===== src/rtl/hazard_pkg.sv =====
// Shared types for the pipeline hazard controller: the FSM state encoding
// and the operand forwarding selector codes.
package hazard_pkg;

   typedef enum logic [1:0] {
      RUN      = 2'd0,
      MEM_WAIT = 2'd1,
      FAULT    = 2'd2
   } hazard_state_e;

   localparam logic [1:0] FWD_RF  = 2'b00;
   localparam logic [1:0] FWD_WB  = 2'b01;
   localparam logic [1:0] FWD_MEM = 2'b10;

endpackage


===== src/rtl/hazard_fwd_sel.sv =====
// Per-operand forwarding comparator: picks the youngest in-flight producer
// (M before W) of the E-stage source register.
module hazard_fwd_sel
   import hazard_pkg::*;
#(
   parameter int ADDRESSWIDTH = 4,
   parameter bit ZERO_REG     = 1'b1
) (
   input  logic [ADDRESSWIDTH-1:0] readAddressE,
   input  logic                    writeEnableM,
   input  logic [ADDRESSWIDTH-1:0] writeAddressM,
   input  logic                    writeEnableW,
   input  logic [ADDRESSWIDTH-1:0] writeAddressW,
   output logic [1:0]              selector
);

   logic is_zero;
   logic hit_m;
   logic hit_w;

   // A hard-wired zero register always reads as zero, so it is never forwarded.
   assign is_zero = ZERO_REG && (readAddressE == '0);
   assign hit_m   = writeEnableM && (writeAddressM == readAddressE);
   assign hit_w   = writeEnableW && (writeAddressW == readAddressE);

   always_comb begin
      selector = FWD_RF;
      if (!is_zero) begin
         if (hit_m) begin
            selector = FWD_MEM;
         end else if (hit_w) begin
            selector = FWD_WB;
         end
      end
   end

endmodule


===== src/rtl/hazard_ctrl_unit.sv =====
// Pipeline hazard controller: forwarding, load-use stall, branch flush and a
// data-memory wait FSM with timeout fault. Optional HAZARD_PERF_COUNTERS_EN.
module hazard_ctrl_unit
   import hazard_pkg::*;
#(
   parameter int ADDRESSWIDTH = 4,
   parameter bit ZERO_REG     = 1'b1,
   parameter int WAIT_TIMEOUT = 15
) (
   input  logic                    clk,
   input  logic                    reset,
   input  logic                    writeEnableM,
   input  logic                    writeEnableDWB,
   input  logic [ADDRESSWIDTH-1:0] writeAddressE,
   input  logic [ADDRESSWIDTH-1:0] writeAddressM,
   input  logic [ADDRESSWIDTH-1:0] writeAddressW,
   input  logic [ADDRESSWIDTH-1:0] reg1ReadAddressD,
   input  logic [ADDRESSWIDTH-1:0] reg2ReadAddressD,
   input  logic [ADDRESSWIDTH-1:0] reg1ReadAddressE,
   input  logic [ADDRESSWIDTH-1:0] reg2ReadAddressE,
   input  logic                    resultSelectorWBE,
   input  logic                    loadM,
   input  logic                    memReadyM,
   input  logic                    takeBranchE,
   output logic [1:0]              data1ForwardSelectorE,
   output logic [1:0]              data2ForwardSelectorE,
   output logic                    stallF,
   output logic                    stallD,
   output logic                    stallE,
   output logic                    stallM,
   output logic                    flushD,
   output logic                    flushE,
   output logic                    flushW,
`ifdef HAZARD_PERF_COUNTERS_EN
   output logic [31:0]             stallCycles,
   output logic [31:0]             flushCycles,
`endif
   output logic                    memFault
);

   localparam int CW = $clog2(WAIT_TIMEOUT + 1);
   localparam logic [CW-1:0] CNT_LIMIT = CW'(WAIT_TIMEOUT);

   hazard_state_e state_q, state_d;
   logic [CW-1:0] wait_cnt_q, wait_cnt_d;

   logic [ADDRESSWIDTH-1:0] rd_addr_e [2];
   logic [1:0]              fwd_sel   [2];

   assign rd_addr_e[0] = reg1ReadAddressE;
   assign rd_addr_e[1] = reg2ReadAddressE;

   for (genvar gi = 0; gi < 2; gi++) begin : g_fwd
      hazard_fwd_sel #(
         .ADDRESSWIDTH (ADDRESSWIDTH),
         .ZERO_REG     (ZERO_REG)
      ) u_fwd_sel (
         .readAddressE  (rd_addr_e[gi]),
         .writeEnableM  (writeEnableM),
         .writeAddressM (writeAddressM),
         .writeEnableW  (writeEnableDWB),
         .writeAddressW (writeAddressW),
         .selector      (fwd_sel[gi])
      );
   end

   assign data1ForwardSelectorE = reset ? FWD_RF : fwd_sel[0];
   assign data2ForwardSelectorE = reset ? FWD_RF : fwd_sel[1];

   logic lduse_1, lduse_2, lduse;
   assign lduse_1 = (reg1ReadAddressD == writeAddressE) &&
                    !(ZERO_REG && (reg1ReadAddressD == '0));
   assign lduse_2 = (reg2ReadAddressD == writeAddressE) &&
                    !(ZERO_REG && (reg2ReadAddressD == '0));
   assign lduse   = resultSelectorWBE && (lduse_1 || lduse_2);

   always_comb begin
      state_d    = state_q;
      wait_cnt_d = wait_cnt_q;
      stallF     = 1'b0;
      stallD     = 1'b0;
      stallE     = 1'b0;
      stallM     = 1'b0;
      flushD     = 1'b0;
      flushE     = 1'b0;
      flushW     = 1'b0;
      memFault   = 1'b0;
      case (state_q)
         RUN: begin
            stallF = lduse;
            stallD = lduse;
            flushE = lduse | takeBranchE;
            flushD = takeBranchE;
            // The missing load must stay in M during the cycle the miss is seen.
            if (loadM && !memReadyM) begin
               stallM     = 1'b1;
               state_d    = MEM_WAIT;
               wait_cnt_d = CW'(1);
            end
         end
         MEM_WAIT: begin
            stallF = 1'b1;
            stallD = 1'b1;
            stallE = 1'b1;
            stallM = 1'b1;
            flushW = 1'b1;
            if (memReadyM) begin
               state_d    = RUN;
               wait_cnt_d = '0;
            end else if (wait_cnt_q >= CNT_LIMIT) begin
               state_d = FAULT;
            end else begin
               wait_cnt_d = wait_cnt_q + CW'(1);
            end
         end
         FAULT: begin
            stallF   = 1'b1;
            stallD   = 1'b1;
            stallE   = 1'b1;
            stallM   = 1'b1;
            flushW   = 1'b1;
            memFault = 1'b1;
         end
         default: begin
            state_d    = RUN;
            wait_cnt_d = '0;
         end
      endcase
      // Reset turns every stage into a bubble regardless of state.
      if (reset) begin
         state_d    = RUN;
         wait_cnt_d = '0;
         stallF     = 1'b0;
         stallD     = 1'b0;
         stallE     = 1'b0;
         stallM     = 1'b0;
         flushD     = 1'b1;
         flushE     = 1'b1;
         flushW     = 1'b1;
         memFault   = 1'b0;
      end
   end

   always_ff @(posedge clk) begin
      state_q    <= state_d;
      wait_cnt_q <= wait_cnt_d;
   end

`ifdef HAZARD_PERF_COUNTERS_EN
   logic [31:0] stall_cycles_q, stall_cycles_d;
   logic [31:0] flush_cycles_q, flush_cycles_d;

   always_comb begin
      stall_cycles_d = stall_cycles_q;
      flush_cycles_d = flush_cycles_q;
      if (reset) begin
         stall_cycles_d = '0;
         flush_cycles_d = '0;
      end else begin
         if (stallF && (stall_cycles_q != '1)) begin
            stall_cycles_d = stall_cycles_q + 32'd1;
         end
         if (flushE && (flush_cycles_q != '1)) begin
            flush_cycles_d = flush_cycles_q + 32'd1;
         end
      end
   end

   always_ff @(posedge clk) begin
      stall_cycles_q <= stall_cycles_d;
      flush_cycles_q <= flush_cycles_d;
   end

   assign stallCycles = stall_cycles_q;
   assign flushCycles = flush_cycles_q;
`endif

endmodule


===== config.mk =====
export PLATFORM = sky130hd
export DESIGN_NAME = hazard_ctrl_unit
export DESIGN_NICKNAME = d
export VERILOG_FILES = /design/src/rtl/hazard_pkg.sv /design/src/rtl/hazard_fwd_sel.sv /design/src/rtl/hazard_ctrl_unit.sv
export SDC_FILE = /design/constraint.sdc
export NUM_CORES = 1
export LEC_CHECK = 0
export ABC_AREA = 1
export BUFFER_PORTS_ARGS = -buffer_cell sky130_fd_sc_hd__buf_2
export CELL_PAD_IN_SITES_DETAIL_PLACEMENT = 0
export CELL_PAD_IN_SITES_GLOBAL_PLACEMENT = 2
export CORE_UTILIZATION = 21
export DETAILED_ROUTE_END_ITERATION = 8
export PLACE_DENSITY_LB_ADDON = 0.25
export SKIP_CTS_REPAIR_TIMING = 1
export SYNTH_ARGS = -nofsm -noshare
export SYNTH_HDL_FRONTEND = slang
export SYNTH_SLANG_ARGS = --single-unit
export TNS_END_PERCENT = 1

===== constraint.sdc =====
create_clock -name clk -period 1.61 [get_ports clk]
set_input_delay 0.2415 -clock clk [delete_from_list [all_inputs] [get_ports clk]]
set_output_delay 0.2415 -clock clk [all_outputs]
set_load 0.03 [all_outputs]

## After elaboration in Yosys (flattened, before gate mapping)

Index checks and enable logic that the tools add are counted.
Widths: inputs -> output; s select.

| storage, ports and cells | value |
|---|---|
| flip-flop bits (word level) | 6 |
| latch bits | 0 |
| memory bits (writable) | 0 |
| memory bits (read-only) | 0 |
| input port bits | 36 |
| output and inout bits | 12 |
| word-level logic and storage cells | 67 |
| memories kept | 0 |

| cells by class | value |
|---|---|
| $add $sub $neg | 1 |
| $mul | 0 |
| divide/modulo/power cells | 0 |
| order comparisons | 1 |
| equal/unequal tests | 11 |
| shift-type cells | 0 |
| muxes and demuxes | 30 |
| bitwise operators | 2 |
| reduce and logical (&&, ||, !) cells | 20 |

Operators by type and width:

| kind | number |
|---|---|
| $eq 4x4->1 | 6 |
| $mux 2 | 9 |
| $logic_not 4->1 | 4 |
| $mux 1 | 14 |
| $mux 4 | 3 |
| $pmux 4 s3 | 1 |
| $logic_and 1x1->1 | 8 |
| $ne 3x3->1 const B | 2 |
| $pmux 2 s3 | 1 |
| $reduce_and 3->1 | 2 |
| $add 4x1->4 const B | 1 |
| $ge 4x4->1 const B | 1 |
| $pmux 1 s2 | 2 |
| $logic_not 1->1 | 3 |
| $eq 2x1->1 const B | 1 |
| $eq 2x2->1 const B | 1 |
| $logic_not 2->1 | 1 |
| $ne 2x2->1 const B | 1 |
| $reduce_or 2->1 | 1 |
| $logic_or 1x1->1 | 1 |
| $not 1->1 | 1 |
| $or 1x1->1 | 1 |

## Longest topological paths before layout

| logic depth | value |
|---|---|
| word-level depth | 8 |
| mapped depth | 9 |

## By module

From an unflattened synthesis, not the netlist that was laid out.

| unflattened totals | value |
|---|---|
| cell total of the unflattened synthesis | 211 |
| area, all modules | 1,053.5 µm² |

Modules (own cells, without submodules):

| module | times used | cells an instance | area an instance (µm²) |
|---|---|---|---|
| hazard_ctrl_unit | 1 | 117 | 658.1 |
| hazard_fwd_sel | 2 | 47 | 197.7 |

## Worst setup path before layout

Ideal clock, no wire load.

| timing path | value |
|---|---|
| kind | register to output |
| start point | register state_q[0] |
| end point | output stallF |
| data arrival time | 1.575 ns |
| data required time | 1.368 ns |
| slack | -0.207 ns |
| cell stages (with the launch flop) | 8 |
| cell sequence | dfxtp_1 inv_1 ha_1 nand2_1 inv_1 nand2_1 a21oi_1 buf_4 |

| on the way | value |
|---|---|
| cells in the longest elaborated chain, start to end | 4 |
| elaborated cells between the ends (all ways) | 6 |

RTL lines:

| element | line | text |
|---|---|---|
| start, declared | hazard_ctrl_unit.sv:44 | `hazard_state_e state_q, state_d;` |
| start signal, assigned | hazard_ctrl_unit.sv:145 | `state_q <= state_d;` |
| $eq 2x1->1 or $eq 2x2->1 (tied branches) | - |  |
| $reduce_or 2->1 (no line) | - |  |
| $pmux 1 s2 (*) | - |  |
| $mux 1 (*) | - |  |
| end, declared | hazard_ctrl_unit.sv:27 | `output logic stallF,` |

Mark *: on every way between the ends. The rest lies on a longest branch, timed or not.

## Worst setup path after layout

| timing path | value |
|---|---|
| start point | register state_q[0] |
| end point | output stallM |

| on the way | value |
|---|---|
| cells in the longest elaborated chain, start to end | 4 |
| elaborated cells between the ends (all ways) | 6 |

RTL lines:

| element | line | text |
|---|---|---|
| $eq 2x1->1 or $eq 2x2->1 (tied branches) | hazard_ctrl_unit.sv:88 | `case (state_q)` |
| $reduce_or 2->1 (no line) | - |  |
| $pmux 1 s2 (*) | hazard_ctrl_unit.sv:88 |  |
| $mux 1 (*) | hazard_ctrl_unit.sv:130 | `if (reset) begin` |
| end, declared | hazard_ctrl_unit.sv:30 | `output logic stallM,` |

Marked as above.

==> metrics <==
status=finished, final reports clean; drc violations=0; min-delay worst type=in -> reg; synthesized area=935 um^2; Sw Ratio=approximately 38%; final wirelength=between 2000 and 3000 um; initial antenna violation count=0; crit path capture type=output pin; # fillers=about 480; Critical Path Fanout Max=4; CP Cell Sequence=inv_2 > ha_4 > inv_1 > a21oi_1 > buf_4; Top FF cell, synth=dfxtp_1; IO Pins=48; Routed WL per cell=9.90 um; final hold violations=0; Syn Nets=approximately 210; Power, Total=around 730 uW; GR Overflow Total=0; Reg clk slew, reported paths=roughly 0.040 ns; synth warn=0; Post-synth EDFFs=0; synthesized area per cell=approximately 5.6 um^2; number of global-route vias before repair=~1100; slowest stage delay, CP=approximately 0.34 ns; share of cells above drive strength 1=around 35%; Max-slew headroom=around 78%; Site Rows=23; sequential area share after synthesis=12.9%; Tmin final=between 1.5 and 2 ns; CP Launch Type=flip-flop; Final Cycle Share=roughly 96%; DRT iter0 DRCs=26; buffers added on ports=47; H-tree depth=1; Worst VDD drop=0.000321 V; Leakage=0.718 nW; Synth Register Bits=6; combinational power share=46.7%; initial core utilization=between 20% and 30%; Worst Tran Pin Value=0.327 ns; Fmax=around 0.65 GHz; post-DR vias/cell=4.28; die height=68.7 um; CTS tree=done; share of power burned in registers=a little under a quarter; ANT cells=0; worst hold slack=about 0.33 ns; Clock Latency Late Sink=roughly 0.22 ns; kind of critical path=reg -> out; RSZ-0062 raised after global routing=false; synth-to-layout area growth=41.6%; ys async rst share=0%; largest net degree at the start of global routing=9; Worst Path Arrival=around 1.3 ns; Internal Power=roughly 460 uW; cells after synthesis=166; first-pass GRT wire length=between 4000 and 5000 um; Reg2Reg Setup Slack=0.21 ns; Max Cap Viol=0; nets@finish=between 200 and 300; GR Util All Layers=between 10% and 20%; die area=4720 um^2; Final Max Slew Viols=0; Layout Skew=0.000689 ns; CTS buffer count=3; final setup vio count=0; vias=around 1100; CTS Sinks=6; routability cong.=between 0.7 and 0.8; Placeable Area=~4100 um^2; maximum root-to-sink buffer count=2; fin util=between 30% and 40%; clock group share of total power=30.3%; Antenna Nets Post-Route=0; P_sw=274 uW; Root Driver=clkbuf_8; DRT Pass-1 Iters=4; critical path's slowest cell=dfxtp_2; Yosys cell types=30; setup tns final=0 ns; Pwr Density=~550 nW/um^2; chip width=around 70 um; HPWL Detailed=~2300 um; CP required=1.37 ns
-- final cells by class --
| type | instances | area, um^2 | area share [%] |
|---|---|---|---|
| multi-input combinational | 124 | 697 | 52.6 |
| sequential | 6 | 123 | 9.26 |
| clock buffer | 3 | 41.3 | 3.12 |
| tap | 50 | 62.6 | 4.73 |
| inverter | 34 | 128 | 9.64 |
| timing repair buffer | 50 | 273 | 20.6 |
-- layout by cell type, fill, tap and decap left out, drive strengths merged, types with 2 or more instances in the layout --
| master | Yosys | layout |
|---|---|---|
| a21oi | 10 | 10 |
| buf | 2 | 50 |
| clkbuf | 0 | 3 |
| dfxtp | 6 | 6 |
| ha | 5 | 5 |
| inv | 34 | 34 |
| nand2 | 47 | 47 |
| nand3 | 9 | 9 |
| nand4 | 4 | 4 |
| nor2 | 24 | 24 |
| nor3 | 3 | 3 |
| o21ai | 5 | 5 |
| o22ai | 2 | 2 |
| or2 | 3 | 3 |
| xnor2 | 7 | 7 |
-- cells by family (layout without fill, tap and decap cells) --
| logic type | Yosys count | count (layout) | share of synthesized area, % |
|---|---|---|---|
| simple gates | 91 | 91 | 45.0 |
| compound gates | 20 | 20 | 12.3 |
| flops | 6 | 6 | 12.9 |
| xor+xnor | 8 | 8 | 7.50 |
| fa+ha+maj | 5 | 5 | 6.69 |
| buf+inv | 36 | 87 | 15.7 |
-- cells in the mapped netlist, types with 2 or more instances --
cell type | number | area share [%]
xnor2_1 | 7 | 6.6
nor2_1 | 22 | 8.8
a21oi_1 | 9 | 4.8
nor3_2 | 2 | 2.1
o22ai_1 | 2 | 1.3
o21ai_0 | 2 | 1.1
nand3_1 | 8 | 4.3
inv_2 | 5 | 2.0
nand4_1 | 4 | 2.7
o21ai_1 | 3 | 1.6
dfxtp_1 | 6 | 13
or2_2 | 2 | 1.3
nand2_1 | 44 | 18
ha_1 | 5 | 6.7
inv_1 | 29 | 12
nand2_2 | 2 | 1.3
-- registers in the layout (all words and copies together), names as in the netlist --
signal	count
state_q	2
wait_cnt_q	4
-- power groups by stage --
stage / clock network (mW) / logic [mW] / registers, mW
after global routing: 0.237 / 0.384 / 0.168
after detailed placement: 0 / 0.319 / 0.168
after floorplan: 0 / 0.211 / 0.166
after global placement: 0 / 0.317 / 0.167
after CTS: 0.231 / 0.320 / 0.166
final: 0.222 / 0.341 / 0.167
-- per-stage QoR --
stage                     setup slack (ns)  area (um^2)  instances
after detailed placement            0.0931         1220        261
after global placement              0.0946         1220        261
after floorplan                     0.0878          946        166
after CTS                           -0.152         1270        264
final                               0.0708         1320        267
after global routing                0.0119         1320        267
-- metal layers --
| metal | global-route usage (%) | up-vias | part of all wire (%) |
|---|---|---|---|
| li1 | - | 617 | - |
| met1 | 13.3 | 494 | 44 |
| met2 | 22.4 | 31 | 49 |
| met3 | 2.47 | 2 | 6.8 |
| met4 | 3.83 | 0 | 0.42 |
| met5 | 0 | - | 0 |
-- path summary, 6_finish.rpt --
kind | start | to | cells after the start
worst max-delay path | state_q[0]$_SDFFE_PP0P_ | stallM | 5
worst min-delay path | reset | wait_cnt_q[1]$_SDFFE_PP0P_ | 2
worst max register to register | state_q[1]$_SDFFE_PP0P_ | wait_cnt_q[2]$_SDFFE_PP0P_ | 8
worst min register to register | wait_cnt_q[1]$_SDFFE_PP0P_ | wait_cnt_q[1]$_SDFFE_PP0P_ | 2
-- worst max-delay path: cells and delay by family, from the launching register on --
| kind | cells | cell delay (ns) |
|---|---|---|
| flip-flops | 1 | 0.34 |
| AO/OA/AOI/OAI | 1 | 0.16 |
| buffers and inverters | 3 | 0.32 |
| adder cells (fa/ha/maj) | 1 | 0.25 |
Note: power is estimated with default switching activity, not from simulation.
